===== src/rtl/cache_data_ram_pkg.sv =====
// cache_ram_pkg: shared types and limits for the cache data RAM slice.
package cache_ram_pkg;
    typedef enum logic {ST_CLEAR, ST_READY} state_t;
    localparam int RD_LAT_MIN = 1;
    localparam int RD_LAT_MAX = 2;
endpackage


===== src/rtl/cache_data_ram_if.sv =====
// cache_data_ram_if: request/response bundle between cache controller and data RAM.
interface cache_data_ram_if #(parameter int WIDTH = 32, parameter int ADDR_W = 4);
    logic                 clear_start;
    logic                 busy;
    logic                 req_ready;
    logic                 wr_en;
    logic [ADDR_W-1:0]    wr_addr;
    logic [WIDTH-1:0]     wr_data;
    logic [WIDTH/8-1:0]   wr_be;
    logic                 rd_en;
    logic [ADDR_W-1:0]    rd_addr;
    logic                 rsp_valid;
    logic [WIDTH-1:0]     rsp_rdata;
    modport master (
        output clear_start, wr_en, wr_addr, wr_data, wr_be, rd_en, rd_addr,
        input  busy, req_ready, rsp_valid, rsp_rdata
    );
    modport slave (
        input  clear_start, wr_en, wr_addr, wr_data, wr_be, rd_en, rd_addr,
        output busy, req_ready, rsp_valid, rsp_rdata
    );
endinterface


===== src/rtl/cache_data_ram_rd_pipe.sv =====
// cache_ram_rd_pipe: LAT-deep valid/data shift stage; each stage's data only moves with a valid,
// so the output word holds its last value between pulses. Flushed by the active-low reset.
module cache_ram_rd_pipe #(
    parameter int WIDTH = 32,
    parameter int LAT   = 1
) (
    input  logic             clk,
    input  logic             reset,
    input  logic             in_valid,
    input  logic [WIDTH-1:0] in_data,
    output logic             out_valid,
    output logic [WIDTH-1:0] out_data
);
    logic [LAT-1:0]   vld_q, vld_d;
    logic [WIDTH-1:0] dat_q [LAT];
    logic [WIDTH-1:0] dat_d [LAT];

    always_comb begin
        vld_d[0] = in_valid;
        dat_d[0] = in_valid ? in_data : dat_q[0];
        for (int i = 1; i < LAT; i++) begin
            vld_d[i] = vld_q[i-1];
            dat_d[i] = vld_q[i-1] ? dat_q[i-1] : dat_q[i];
        end
    end

    always_ff @(posedge clk) begin
        if (!reset) begin
            vld_q <= '0;
            for (int i = 0; i < LAT; i++) dat_q[i] <= '0;
        end else begin
            vld_q <= vld_d;
            dat_q <= dat_d;
        end
    end

    assign out_valid = vld_q[LAT-1];
    assign out_data  = dat_q[LAT-1];
endmodule


===== src/rtl/cache_data_ram.sv =====
// cache_data_ram: 1R1W byte-enabled cache data store with pipelined reads,
// selectable read-during-write result and a sequenced one-word-per-cycle clear.
module cache_data_ram
    import cache_ram_pkg::*;
#(
    parameter int WIDTH        = 32,
    parameter int ADDR_W       = 4,
    parameter int READ_LATENCY = 1,
    parameter int WRITE_FIRST  = 0
) (
    input  logic               clk,
    input  logic               reset,
    cache_data_ram_if.slave    bus
);
    localparam int DEPTH = 1 << ADDR_W;
    localparam int NB    = WIDTH / 8;
    localparam logic [ADDR_W-1:0] LAST = '1;

    if (WIDTH % 8 != 0) begin : g_bad_width
        $error("cache_data_ram: WIDTH must be a multiple of 8");
    end
    if (READ_LATENCY < RD_LAT_MIN || READ_LATENCY > RD_LAT_MAX) begin : g_bad_lat
        $error("cache_data_ram: READ_LATENCY must be 1 or 2");
    end

    logic [WIDTH-1:0]  mem_q [DEPTH];
    state_t            state_q, state_d;
    logic [ADDR_W-1:0] clr_ptr_q, clr_ptr_d;
    logic              busy, wr_acc, rd_acc, mem_we, bypass;
    logic [ADDR_W-1:0] mem_waddr;
    logic [WIDTH-1:0]  mem_wdata, merged, rd_word;
    logic [NB-1:0]     mem_wbe;

    always_comb begin
        busy      = state_q == ST_CLEAR;
        wr_acc    = bus.wr_en && !busy;
        rd_acc    = bus.rd_en && !busy;
        // The clear sequencer owns the write port while busy; nothing writes in a reset cycle.
        mem_we    = reset && (busy || wr_acc);
        mem_waddr = busy ? clr_ptr_q : bus.wr_addr;
        mem_wdata = busy ? '0 : bus.wr_data;
        mem_wbe   = busy ? '1 : bus.wr_be;
        merged    = mem_q[bus.rd_addr];
        for (int i = 0; i < NB; i++)
            if (bus.wr_be[i]) merged[8*i +: 8] = bus.wr_data[8*i +: 8];
        bypass    = WRITE_FIRST != 0 && wr_acc && bus.wr_addr == bus.rd_addr;
        rd_word   = bypass ? merged : mem_q[bus.rd_addr];
        state_d   = state_q;
        clr_ptr_d = clr_ptr_q;
        if (busy) begin
            clr_ptr_d = clr_ptr_q + ADDR_W'(1);
            state_d   = clr_ptr_q == LAST ? ST_READY : ST_CLEAR;
        end else if (bus.clear_start) begin
            clr_ptr_d = '0;
            state_d   = ST_CLEAR;
        end
    end

    always_ff @(posedge clk) begin
        if (!reset) begin
            state_q   <= ST_CLEAR;
            clr_ptr_q <= '0;
        end else begin
            state_q   <= state_d;
            clr_ptr_q <= clr_ptr_d;
        end
    end

    always_ff @(posedge clk) begin
        if (mem_we)
            for (int i = 0; i < NB; i++)
                if (mem_wbe[i]) mem_q[mem_waddr][8*i +: 8] <= mem_wdata[8*i +: 8];
    end

    assign bus.busy      = busy;
    assign bus.req_ready = !busy;

    cache_ram_rd_pipe #(.WIDTH(WIDTH), .LAT(READ_LATENCY)) u_rd_pipe (
        .clk       (clk),
        .reset     (reset),
        .in_valid  (rd_acc),
        .in_data   (rd_word),
        .out_valid (bus.rsp_valid),
        .out_data  (bus.rsp_rdata)
    );
endmodule


===== src/flat_wrapper.sv =====
// flat-port wrapper written by rule: the top's interface ports become plain ports
module cache_data_ram_flat import cache_ram_pkg::*;
#(
    parameter int WIDTH        = 32,
    parameter int ADDR_W       = 4,
    parameter int READ_LATENCY = 1,
    parameter int WRITE_FIRST  = 0
)
  (clk, reset, bus_clear_start, bus_wr_en, bus_wr_addr, bus_wr_data, bus_wr_be, bus_rd_en, bus_rd_addr, bus_busy, bus_req_ready, bus_rsp_valid, bus_rsp_rdata);
  cache_data_ram_if #(.WIDTH(WIDTH), .ADDR_W(ADDR_W)) bus_i ();
  input  logic clk;
  input  logic reset;
  input wire logic [$bits(bus_i.clear_start)-1:0] bus_clear_start;
  input wire logic [$bits(bus_i.wr_en)-1:0] bus_wr_en;
  input wire logic [$bits(bus_i.wr_addr)-1:0] bus_wr_addr;
  input wire logic [$bits(bus_i.wr_data)-1:0] bus_wr_data;
  input wire logic [$bits(bus_i.wr_be)-1:0] bus_wr_be;
  input wire logic [$bits(bus_i.rd_en)-1:0] bus_rd_en;
  input wire logic [$bits(bus_i.rd_addr)-1:0] bus_rd_addr;
  output wire logic [$bits(bus_i.busy)-1:0] bus_busy;
  output wire logic [$bits(bus_i.req_ready)-1:0] bus_req_ready;
  output wire logic [$bits(bus_i.rsp_valid)-1:0] bus_rsp_valid;
  output wire logic [$bits(bus_i.rsp_rdata)-1:0] bus_rsp_rdata;
  assign bus_i.clear_start = bus_clear_start;
  assign bus_i.wr_en = bus_wr_en;
  assign bus_i.wr_addr = bus_wr_addr;
  assign bus_i.wr_data = bus_wr_data;
  assign bus_i.wr_be = bus_wr_be;
  assign bus_i.rd_en = bus_rd_en;
  assign bus_i.rd_addr = bus_rd_addr;
  assign bus_busy = bus_i.busy;
  assign bus_req_ready = bus_i.req_ready;
  assign bus_rsp_valid = bus_i.rsp_valid;
  assign bus_rsp_rdata = bus_i.rsp_rdata;
  cache_data_ram #(.WIDTH(WIDTH), .ADDR_W(ADDR_W), .READ_LATENCY(READ_LATENCY), .WRITE_FIRST(WRITE_FIRST)) u_core (.clk(clk), .reset(reset), .bus(bus_i));
endmodule

===== config.mk =====
export PLATFORM = sky130hd
export DESIGN_NAME = cache_data_ram_flat
export DESIGN_NICKNAME = d
export VERILOG_FILES = /design/src/rtl/cache_data_ram_pkg.sv /design/src/rtl/cache_data_ram_if.sv /design/src/rtl/cache_data_ram_rd_pipe.sv /design/src/rtl/cache_data_ram.sv /design/src/flat_wrapper.sv
export SDC_FILE = /design/constraint.sdc
export NUM_CORES = 1
export LEC_CHECK = 0
export CORE_ASPECT_RATIO = 0.7
export CORE_MARGIN = 2
export CORE_UTILIZATION = 30
export CTS_BUF_LIST = sky130_fd_sc_hd__clkbuf_4 sky130_fd_sc_hd__clkbuf_8
export DETAILED_ROUTE_END_ITERATION = 10
export PLACE_DENSITY = 0.46
export SETUP_SLACK_MARGIN = 0.5
export SLEW_MARGIN = 20
export SYNTH_ARGS = -nofsm -noshare
export SYNTH_HDL_FRONTEND = slang
export SYNTH_HIERARCHICAL = 1
export SYNTH_SLANG_ARGS = --single-unit
export TNS_END_PERCENT = 5

===== constraint.sdc =====
create_clock -name clk -period 6.6 [get_ports clk]
set_clock_uncertainty 0.15 [all_clocks]
set_input_delay 0.66 -clock clk [delete_from_list [all_inputs] [get_ports clk]]
set_output_delay 0.66 -clock clk [all_outputs]
set_load 0.01 [all_outputs]

==> flow_metrics.py, run 1 <==
metrics = {
    "synthesis": {
        "yosysTopAreaCell": "edfxtp_1",
        "ys_ff_latch": 550,
        "netlist_area_um2": 21400,
        "synth_ff_type": "edfxtp_1",
        "syn_area_per_cell_um2": 20.2,
        "synth_top_area_share_pct": 72.0,
        "synth_edf_count": 512,
        "ys_seq_area_share_pct": 75.6,
        "synthDistinctLibCells": 33,
        "yosys_warnings": 6,
        "netlist_top_cells_area": "edfxtp_1 (72%), mux4_2 (13%), dfxtp_1 (3.6%)",
        "synthArstFlopShare_pct": 0,
        "synthCells": 1056,
        "syn_nets": 1106,
    },
    "sta": {
        "setup_viol": 0,
        "holdWs_ns": 0.372,
        "fin_crit_sh_pct": 48.8,
        "maxSlewHeadroom_pct": 26.2,
        "setup_ws_ns": 3.38,
        "drv_slew": 0,
        "period_needed_ns": 3.22,
        "tightestPinTransition_ns": 1.11,
        "max_freq_ghz": 0.311,
        "rsz0062_at_grt": "no",
        "final.setup.tns_ns": 0,
        "finalHoldViolCount": 0,
    },
    "floorplan": {
        "dieWidth_um": 323,
        "num_rows": 81,
        "io_pins": 84,
        "start_util_pct": 30.5,
        "core_area_um2": 70100,
        "dieArea_um2": 73400,
        "fp.dieH_um": 227,
    },
    "grt": {
        "grt_use_total_pct": 14.8,
        "antenna_found_initial": 6,
        "grt_pass1_vias": 11197,
        "grt-ovfl-total": 0,
        "grt_max_degree": 73,
        "grt_pass1_wl_mm": 77.6,
    },
    "setup_path": {
        "required_ns": 5.79,
        "critPathSlowestCell": "clkdlybuf4s50_1",
        "r2r-end": "u_core/mem_q[15][12]",
        "start_kind": "flip-flop",
        "arrival_ns": 2.41,
        "critPathMaxFanout": 35,
        "max_stage_delay_ns": 0.63,
        "rr_worst_depth": 5,
        "worstPathCellList": "buf_4 > clkdlybuf4s50_1",
        "cp-end-kind": "output pin",
        "r2r_slack_ns": 3.47,
        "timing.rr.start": "u_core/bus.req_ready",
        "worst-setup-path-type": "reg2out",
    },
    "min_path": {
        "hold_depth": 2,
        "min_from": "u_core/u_rd_pipe/out_data[6]",
        "hp-class": "reg2reg",
        "hold_end": "u_core/u_rd_pipe/out_data[6]",
    },
    "place": {
        "place_congestion": 0.698,
        "port_buffers": 83,
        "dp_slack_ns": 2.80,
        "place_hpwl_mm": 31.9,
        "dp.cells": 2094,
    },
    "cells_and_area": {
        "stdcell_count": 2251,
        "area_delta_synth_final_pct": 19.4,
        "layout_common_cells": "edfxtp_1 (512), mux4_2 (128), clkbuf_8 (98)",
        "layout.nets": 1277,
        "drive_above_1_share_pct": 29.2,
        "diodes": 0,
        "final_common_cell": "edfxtp_1",
    },
    "cts": {
        "tritoncts": "built",
        "clock_latency_ns": 0.68,
        "cts_resized": 0,
        "cts_hold_buf": 0,
        "cts_made_buffers": 85,
        "clock_sinks": 550,
        "htree_levels": 3,
        "clk_path_buf_depth": 3,
        "root_buffer": "clkbuf_8",
        "post_cts_buffers": 0,
        "clkSlewWorstSetupHoldPaths_ns": 0.07,
    },
    "pwr": {
        "peakVddDrop_mv": 0.135,
        "power_density_nw_per_um2": 281,
        "p_total_w": 0.00716,
        "power_leakage_nw": 8.61,
    },
    "routing": {
        "drt_wl_total_mm": 53.8,
        "routedWlPerCell_um": 23.9,
        "drtPass1Iterations": 5,
        "ant_nets": 0,
        "avgViaCountPerCell": 4.80,
        "drcViolationCount": 0,
        "num_vias": 10800,
        "drt-initial-drc-count": 851,
    },
    "outcome": {
        "status": "completed",
    },
    "job": {
        "cap_violations": 0,
    },
}
[flip-flops by register name, indices dropped and copies added (netlist names)]
signal,cells
u_core/bus.req_ready,1
u_core/clr_ptr_q,4
u_core/mem_q,512
u_core/u_rd_pipe/out_data,32
u_core/u_rd_pipe/out_valid,1
[kinds of logic after synthesis]
family          Yosys count  synth area share, %
compound gates           84                 2.92
simple gates            189                 4.68
buf+inv                  72                 1.79
fa+ha+maj                 1               0.0586
mux                     160                 15.0
flops                   550                 75.6
[cells in the mapped netlist (4+ instances only)]
cell,n
mux2i_1,32
nor2_1,4
nand2_1,37
nor3_1,66
dfxtp_1,38
and2_1,40
a22oi_1,64
edfxtp_1,512
a31oi_1,4
clkbuf_1,30
mux4_2,128
nor2b_1,35
buf_2,18
buf_1,8
buf_4,9
o21ai_1,4
[stage by stage]
step	utilization, %	instance area, um^2
floorplan	-	21400
global placement	33.6	23500
detailed placement	33.7	23700
CTS	36.3	25500
global route	36.4	25500
finish	36.4	25500
[layer usage]
layer  vias up  track usage, %  routed length [um]
met5         -               0                   0
met4         0            3.59                 950
met3        71            3.48                2680
met2       277            20.7               22700
met1      5737            22.9               27400
li1       4715               -                   -
[power breakdown]
group	switching, W	internal, W	total (W)
combinational	0.000177	0.000138	0.000315
sequential	0.0000105	0.00379	0.00380
clock	0.00134	0.00170	0.00304
[layout make-up]
cell class	instances	area [um^2]
Inverter	3	11.3
Tap cell	954	1190
Sequential cell	550	16100
Multi-Input combinational cell	434	4970
Timing Repair Buffer	153	1380
Clock buffer	139	1650
Fill cell	6611	44600
Clock inverter	18	168
[worst max-delay path by stage]
stage | depth (start not counted) | slack, ns | start | to
after floorplan | 5 | 4.26 | u_core/bus.req_ready | u_core/mem_q[9][0]
after global placement | 4 | 2.73 | reset | u_core/mem_q[2][9]
after detailed placement | 5 | 2.80 | reset | u_core/mem_q[15][11]
after CTS | 5 | 3.11 | u_core/bus.req_ready | u_core/mem_q[14][14]
after global routing | 2 | 3.22 | u_core/bus.req_ready | bus_req_ready
final | 2 | 3.38 | u_core/bus.req_ready | bus_req_ready
[critical path, delay by kind of cell, from the launching register on]
family                 cells  cell delay [ns]
buffers and inverters      2             1.13
DFF                        1             0.59
Power figures use the tool's default switching activity.
==> run 2: changes to the inputs <==
- PLACE_DENSITY: 0.46 -> 0.48
- clock period: 6.6 -> 2.85 ns (I/O delays scaled with it)
==> run 2 against run 1 <==
- non-clock buffer count grew 36
- critical path depth is 4 higher
- flip-flop and latch count unchanged
- critical endpoint is now u_core/mem_q[11][28]
- largest cell class unchanged
- largest power group unchanged
- highest routed layer is now met5
==> flow_metrics.py, run 2 (synthesized netlist as in run 1, its figures left out) <==
metrics = {
    "routing": {
        "drtPass1Iterations": 4,
        "num_vias": 10934,
        "routedWlPerCell_um": 23.3,
        "avgViaCountPerCell": 4.78,
        "drt-initial-drc-count": 814,
        "drcViolationCount": 0,
        "ant_nets": 0,
        "drt_wl_total_mm": 53.2,
    },
    "cts": {
        "tritoncts": "built",
        "clock_sinks": 550,
        "root_buffer": "clkbuf_8",
        "clock_latency_ns": 0.67,
        "cts_made_buffers": 85,
        "htree_levels": 3,
        "clkSlewWorstSetupHoldPaths_ns": 0.07,
        "clk_path_buf_depth": 3,
    },
    "setup_path": {
        "start_kind": "flip-flop",
        "required_ns": 3.08,
        "crit_top_cell": "buf_4",
        "critPathMaxFanout": 5,
        "cp_top_family": "buffers and inverters",
        "cp.depth": 6,
        "worst-setup-path-type": "reg2reg",
        "critPathSlowestCell": "nor3_1",
        "cp-end-kind": "flip-flop",
        "worstPathCellList": "clkinvlp_4 > buf_4 > a31oi_2 > buf_4 > nor3_1 > buf_4",
        "arrival_ns": 2.56,
        "rr_worst_depth": 6,
        "max_stage_delay_ns": 0.58,
        "cp.buffers_inverters": 4,
    },
    "outcome": {
        "status": "completed",
    },
    "place": {
        "placed_area_um2": 24000,
        "place_congestion": 0.719,
        "dp_slack_ns": -0.0307,
        "place_hpwl_mm": 32.7,
        "port_buffers": 83,
    },
    "floorplan": {
        "io_pins": 84,
        "start_util_pct": 30.5,
        "num_rows": 81,
        "dieArea_um2": 73400,
        "fp.dieH_um": 227,
        "core_area_um2": 70100,
        "dieWidth_um": 323,
    },
    "sta": {
        "holdWs_ns": 0.0785,
        "setup_ws_ns": 0.525,
        "setup_viol": 0,
        "tightestPinTransition_ns": 0.988,
        "finalHoldViolCount": 0,
        "period_needed_ns": 2.33,
        "drv_slew": 0,
        "fin_crit_sh_pct": 81.6,
        "max_freq_ghz": 0.430,
        "rsz0062_at_grt": "yes",
        "maxSlewHeadroom_pct": 34.2,
    },
    "cells_and_area": {
        "final_common_cell": "edfxtp_1",
        "nFillCells": 6560,
        "top_register": "u_core/mem_q",
        "largest_reg_flops": 512,
        "utilization_pct": 36.7,
        "drive_above_1_share_pct": 28.9,
        "layout.nets": 1313,
        "area_delta_synth_final_pct": 20.7,
        "final_area_um2": 25800,
        "layout_common_cells": "edfxtp_1 (512), mux4_2 (128), clkbuf_8 (94)",
    },
    "min_path": {
        "hp-class": "in2reg",
        "hold_depth": 3,
    },
    "grt": {
        "antenna_found_initial": 6,
        "grt_pass1_vias": 11277,
        "grt_use_total_pct": 14.7,
        "grt-ovfl-total": 0,
        "grt_max_degree": 65,
        "grt_pass1_wl_mm": 77.8,
    },
    "pwr": {
        "peakVddDrop_mv": 0.316,
        "power_density_nw_per_um2": 636,
        "power_leakage_nw": 8.75,
        "p_total_w": 0.0164,
    },
    "job": {
        "cap_violations": 0,
    },
}
==> run 2: report_power, final <==
group | leakage [nW] | total, W | internal (W) | switching (W)
Combinational | 2.35 | 0.000798 | 0.000357 | 0.000441
Sequential | 5.49 | 0.00881 | 0.00879 | 0.0000244
Clock | 0.915 | 0.00678 | 0.00367 | 0.00311
Total | 8.75 | 0.0164 | 0.0128 | 0.00358
==> run 2: worst min-delay path, stage by stage <==
cell and delay (ns):
buf_2 0.16, buf_4 0.23, nor2b_1 0.17
==> run 2: final timing paths <==
path                            startpoint                       endpoint  slack (ns)
max                   u_core/bus.req_ready           u_core/mem_q[11][28]        0.52
min                                  reset  u_core/u_rd_pipe/out_data[28]        0.08
max reg2reg           u_core/bus.req_ready           u_core/mem_q[11][28]        0.52
min reg2reg  u_core/u_rd_pipe/out_data[17]  u_core/u_rd_pipe/out_data[17]        0.37
==> run 2: cell type report <==
cell class	count	area [um^2]	share of cell area, %
flip-flops and latches	550	16100	62.6
well taps	954	1190	4.63
multi-input cells	434	4890	19.0
diodes	2	5.00	0.0194
clock buffers	115	1450	5.61
clock inverters	42	294	1.14
repair buffers	189	1780	6.92
inverters	3	15.0	0.0583
==> run 2: per-layer routing <==
layer / up-vias / track usage, % / wire length, um
li1: 4779 / - / -
met5: - / 0 / 26
met4: 4 / 4.10 / 875
met2: 311 / 20.0 / 22100
met1: 5758 / 23.2 / 27100
met3: 82 / 3.43 / 3070
==> run 2: stage by stage <==
stage,std cells,TNS [ns]
3_3_place_gp,2125,0
3_5_place_dp,2125,-0.242
5_1_grt,2287,0
4_1_cts,2287,0
6_report,2289,0
2_1_floorplan,1056,0
==> run 2: timing repair <==
item,in CTS,in global routing
buffers inserted,4,0
gates cloned,0,0
hold endpoints to repair,16,0
pin swaps,0,0
endpoints found under the setup margin,178,8
gates resized for setup,6,1
hold buffers,1,0
==> run 3: changes to the inputs <==
- clock period: 2.85 -> 2.05 ns (I/O delays scaled with it)
==> run 3 against run 2 <==
- first-iteration DRC count increased by 43%
- worst setup slack got worse by 0.42 ns
- die area is the same
- sequential power grew 38%
- final cell count is 4.7% higher
- critical path depth up 1
- wire length is 8.9% higher
- cell area increased by 10%
- critical path type unchanged
==> flow_metrics.py, run 3 (synthesized netlist as in run 1, its figures left out) <==
metrics = {
    "cells_and_area": {
        "largest_reg_flops": 512,
        "layout_common_cells": "edfxtp_1 (512), mux4_2 (128), buf_4 (118)",
        "layout.nets": 1425,
        "top_register": "u_core/mem_q",
        "final_common_cell": "edfxtp_1",
        "area_delta_synth_final_pct": 33.3,
        "drive_above_1_share_pct": 41.0,
        "stdcell_count": 2397,
        "nFillCells": 6332,
        "diodes": 0,
    },
    "setup_path": {
        "cp_top_family": "buffers and inverters",
        "cp-end-kind": "flip-flop",
        "start_kind": "flip-flop",
        "max_stage_delay_ns": 0.43,
        "required_ns": 2.29,
        "cp.buffers_inverters": 4,
        "worstPathCellList": "buf_12 > and3_4 > a31oi_4 > buf_12 > buf_12 > nor3_4 > buf_6",
        "r2r-end": "u_core/mem_q[12][13]",
        "worst-setup-path-type": "reg2reg",
        "r2r_slack_ns": 0.10,
        "critPathSlowestCell": "dfxtp_4",
        "rr_worst_depth": 7,
        "arrival_ns": 2.18,
        "crit_top_cell": "buf_12",
        "critPathMaxFanout": 7,
        "timing.rr.start": "u_core/bus.req_ready",
    },
    "sta": {
        "tightestPinTransition_ns": 0.775,
        "drv_slew": 0,
        "setup_viol": 0,
        "rsz0062_at_grt": "yes",
        "holdWs_ns": 0.0959,
        "maxSlewHeadroom_pct": 48.2,
        "period_needed_ns": 1.95,
        "fin_crit_sh_pct": 94.9,
        "setup_ws_ns": 0.104,
        "finalHoldViolCount": 0,
        "max_freq_ghz": 0.514,
    },
    "grt": {
        "grt_use_total_pct": 15.8,
        "grt_max_degree": 57,
        "antenna_found_initial": 1,
        "grt-ovfl-total": 0,
        "grt_pass1_wl_mm": 83.7,
        "grt_pass1_vias": 12027,
    },
    "floorplan": {
        "io_pins": 84,
        "dieWidth_um": 323,
        "dieArea_um2": 73400,
        "start_util_pct": 30.5,
        "fp.dieH_um": 227,
        "core_area_um2": 70100,
        "num_rows": 81,
    },
    "routing": {
        "drcViolationCount": 0,
        "avgViaCountPerCell": 4.83,
        "drt-initial-drc-count": 1164,
        "routedWlPerCell_um": 24.2,
        "drtPass1Iterations": 5,
        "num_vias": 11582,
        "drt_wl_total_mm": 58.0,
        "ant_nets": 0,
    },
    "cts": {
        "clock_sinks": 550,
        "tritoncts": "built",
        "htree_levels": 3,
        "clkSlewWorstSetupHoldPaths_ns": 0.06,
        "clk_path_buf_depth": 3,
        "root_buffer": "clkbuf_8",
        "clock_latency_ns": 0.68,
        "cts_made_buffers": 84,
    },
    "min_path": {
        "min_from": "bus_clear_start",
        "hp-class": "in2reg",
        "hold_end": "u_core/clr_ptr_q[1]",
        "hold_depth": 3,
    },
    "place": {
        "dp_slack_ns": -0.564,
        "port_buffers": 83,
        "place_congestion": 0.739,
        "place_hpwl_mm": 37.5,
        "dp.cells": 2225,
    },
    "pwr": {
        "peakVddDrop_mv": 0.321,
        "switchingPower_w": 0.00509,
        "p_int_w": 0.0183,
        "p_seq_share_pct": 52.3,
        "power_frac_comb_pct": 6.5,
        "power_leakage_nw": 10.2,
        "p_clk_share_pct": 41.2,
        "p_total_w": 0.0234,
        "power_density_nw_per_um2": 822,
        "swShare_pct": 21.7,
    },
    "job": {
        "cap_violations": 0,
    },
    "outcome": {
        "status": "completed",
    },
}
[run 3: changes by cell type in the layout (fill, tap and decap cells not counted), moves of 8 or more]
| cell | delta |
|---|---|
| buf_4 | +25 |
| nor3_2 | +8 |
| nor3_1 | -63 |
| clkinv_1 | -11 |
| buf_12 | +70 |
| clkbuf_4 | +8 |
| buf_6 | +13 |
| nor3_4 | +55 |
| dlygate4sd2_1 | +33 |
| clkdlybuf4s50_1 | -37 |
[run 3: repair_timing]
item,in CTS,in global routing
gates resized for setup,64,24
cloned,1,4
buffers inserted,7,5
hold buffers,1,0
hold endpoints to repair,9,0
pin swaps,5,7
endpoints found under the setup margin,1079,982
[run 3: worst min-delay path, stage by stage]
cell and delay, ns:
clkdlybuf4s50_1 0.42, o2bb2ai_1 0.14, and2_1 0.12
[run 3: how the worst max path moves through the flow]
| stage | from | end | slack, ns | cells past startpoint |
|---|---|---|---|---|
| floorplan | u_core/bus.req_ready | u_core/mem_q[13][16] | 0.08 | 4 |
| global placement | bus_rd_addr[2] | u_core/u_rd_pipe/out_data[12] | -0.58 | 8 |
| detailed placement | bus_rd_addr[2] | u_core/u_rd_pipe/out_data[12] | -0.56 | 8 |
| CTS | u_core/bus.req_ready | u_core/mem_q[13][26] | 0.13 | 6 |
| global route | u_core/bus.req_ready | u_core/mem_q[12][13] | 0.07 | 7 |
| finish | u_core/bus.req_ready | u_core/mem_q[12][13] | 0.10 | 7 |
[run 3: stage by stage]
| step | instance area, um^2 | utilization (%) | setup TNS, ns |
|---|---|---|---|
| after floorplan | 22300 | - | 0 |
| after global placement | 26300 | 37.5 | -69.38 |
| after detailed placement | 26300 | 37.5 | -60.17 |
| after CTS | 28200 | 40.3 | 0 |
| after global routing | 28500 | 40.6 | 0 |
| final | 28500 | 40.6 | 0 |
[run 3: power groups by stage]
stage	clock, W	combinational (W)	sequential (W)
after detailed placement	0	0.00148	0.0125
after global placement	0	0.00149	0.0125
after floorplan	0	0.000779	0.0125
after CTS	0.00993	0.00149	0.0122
final	0.00965	0.00151	0.0122
after global routing	0.0104	0.00161	0.0122
[run 3: layer usage]
metal	track usage (%)	share of wire (%)	vias up
li1	-	-	5034
met1	24.4	50	6125
met2	22.5	43	350
met3	3.70	6.2	71
met4	3.66	1.5	2
met5	0	0.016	-
[run 3: final cells by class]
class                           count  area [um^2]  area share, %
Clock inverter                     30          275          0.967
Clock buffer                      124         1520           5.34
Sequential cell                   550        16100           56.7
Tap cell                          954         1190           4.19
Inverter                            3         13.8         0.0484
Timing Repair Buffer              300         3560           12.5
Multi-Input combinational cell    436         5750           20.2
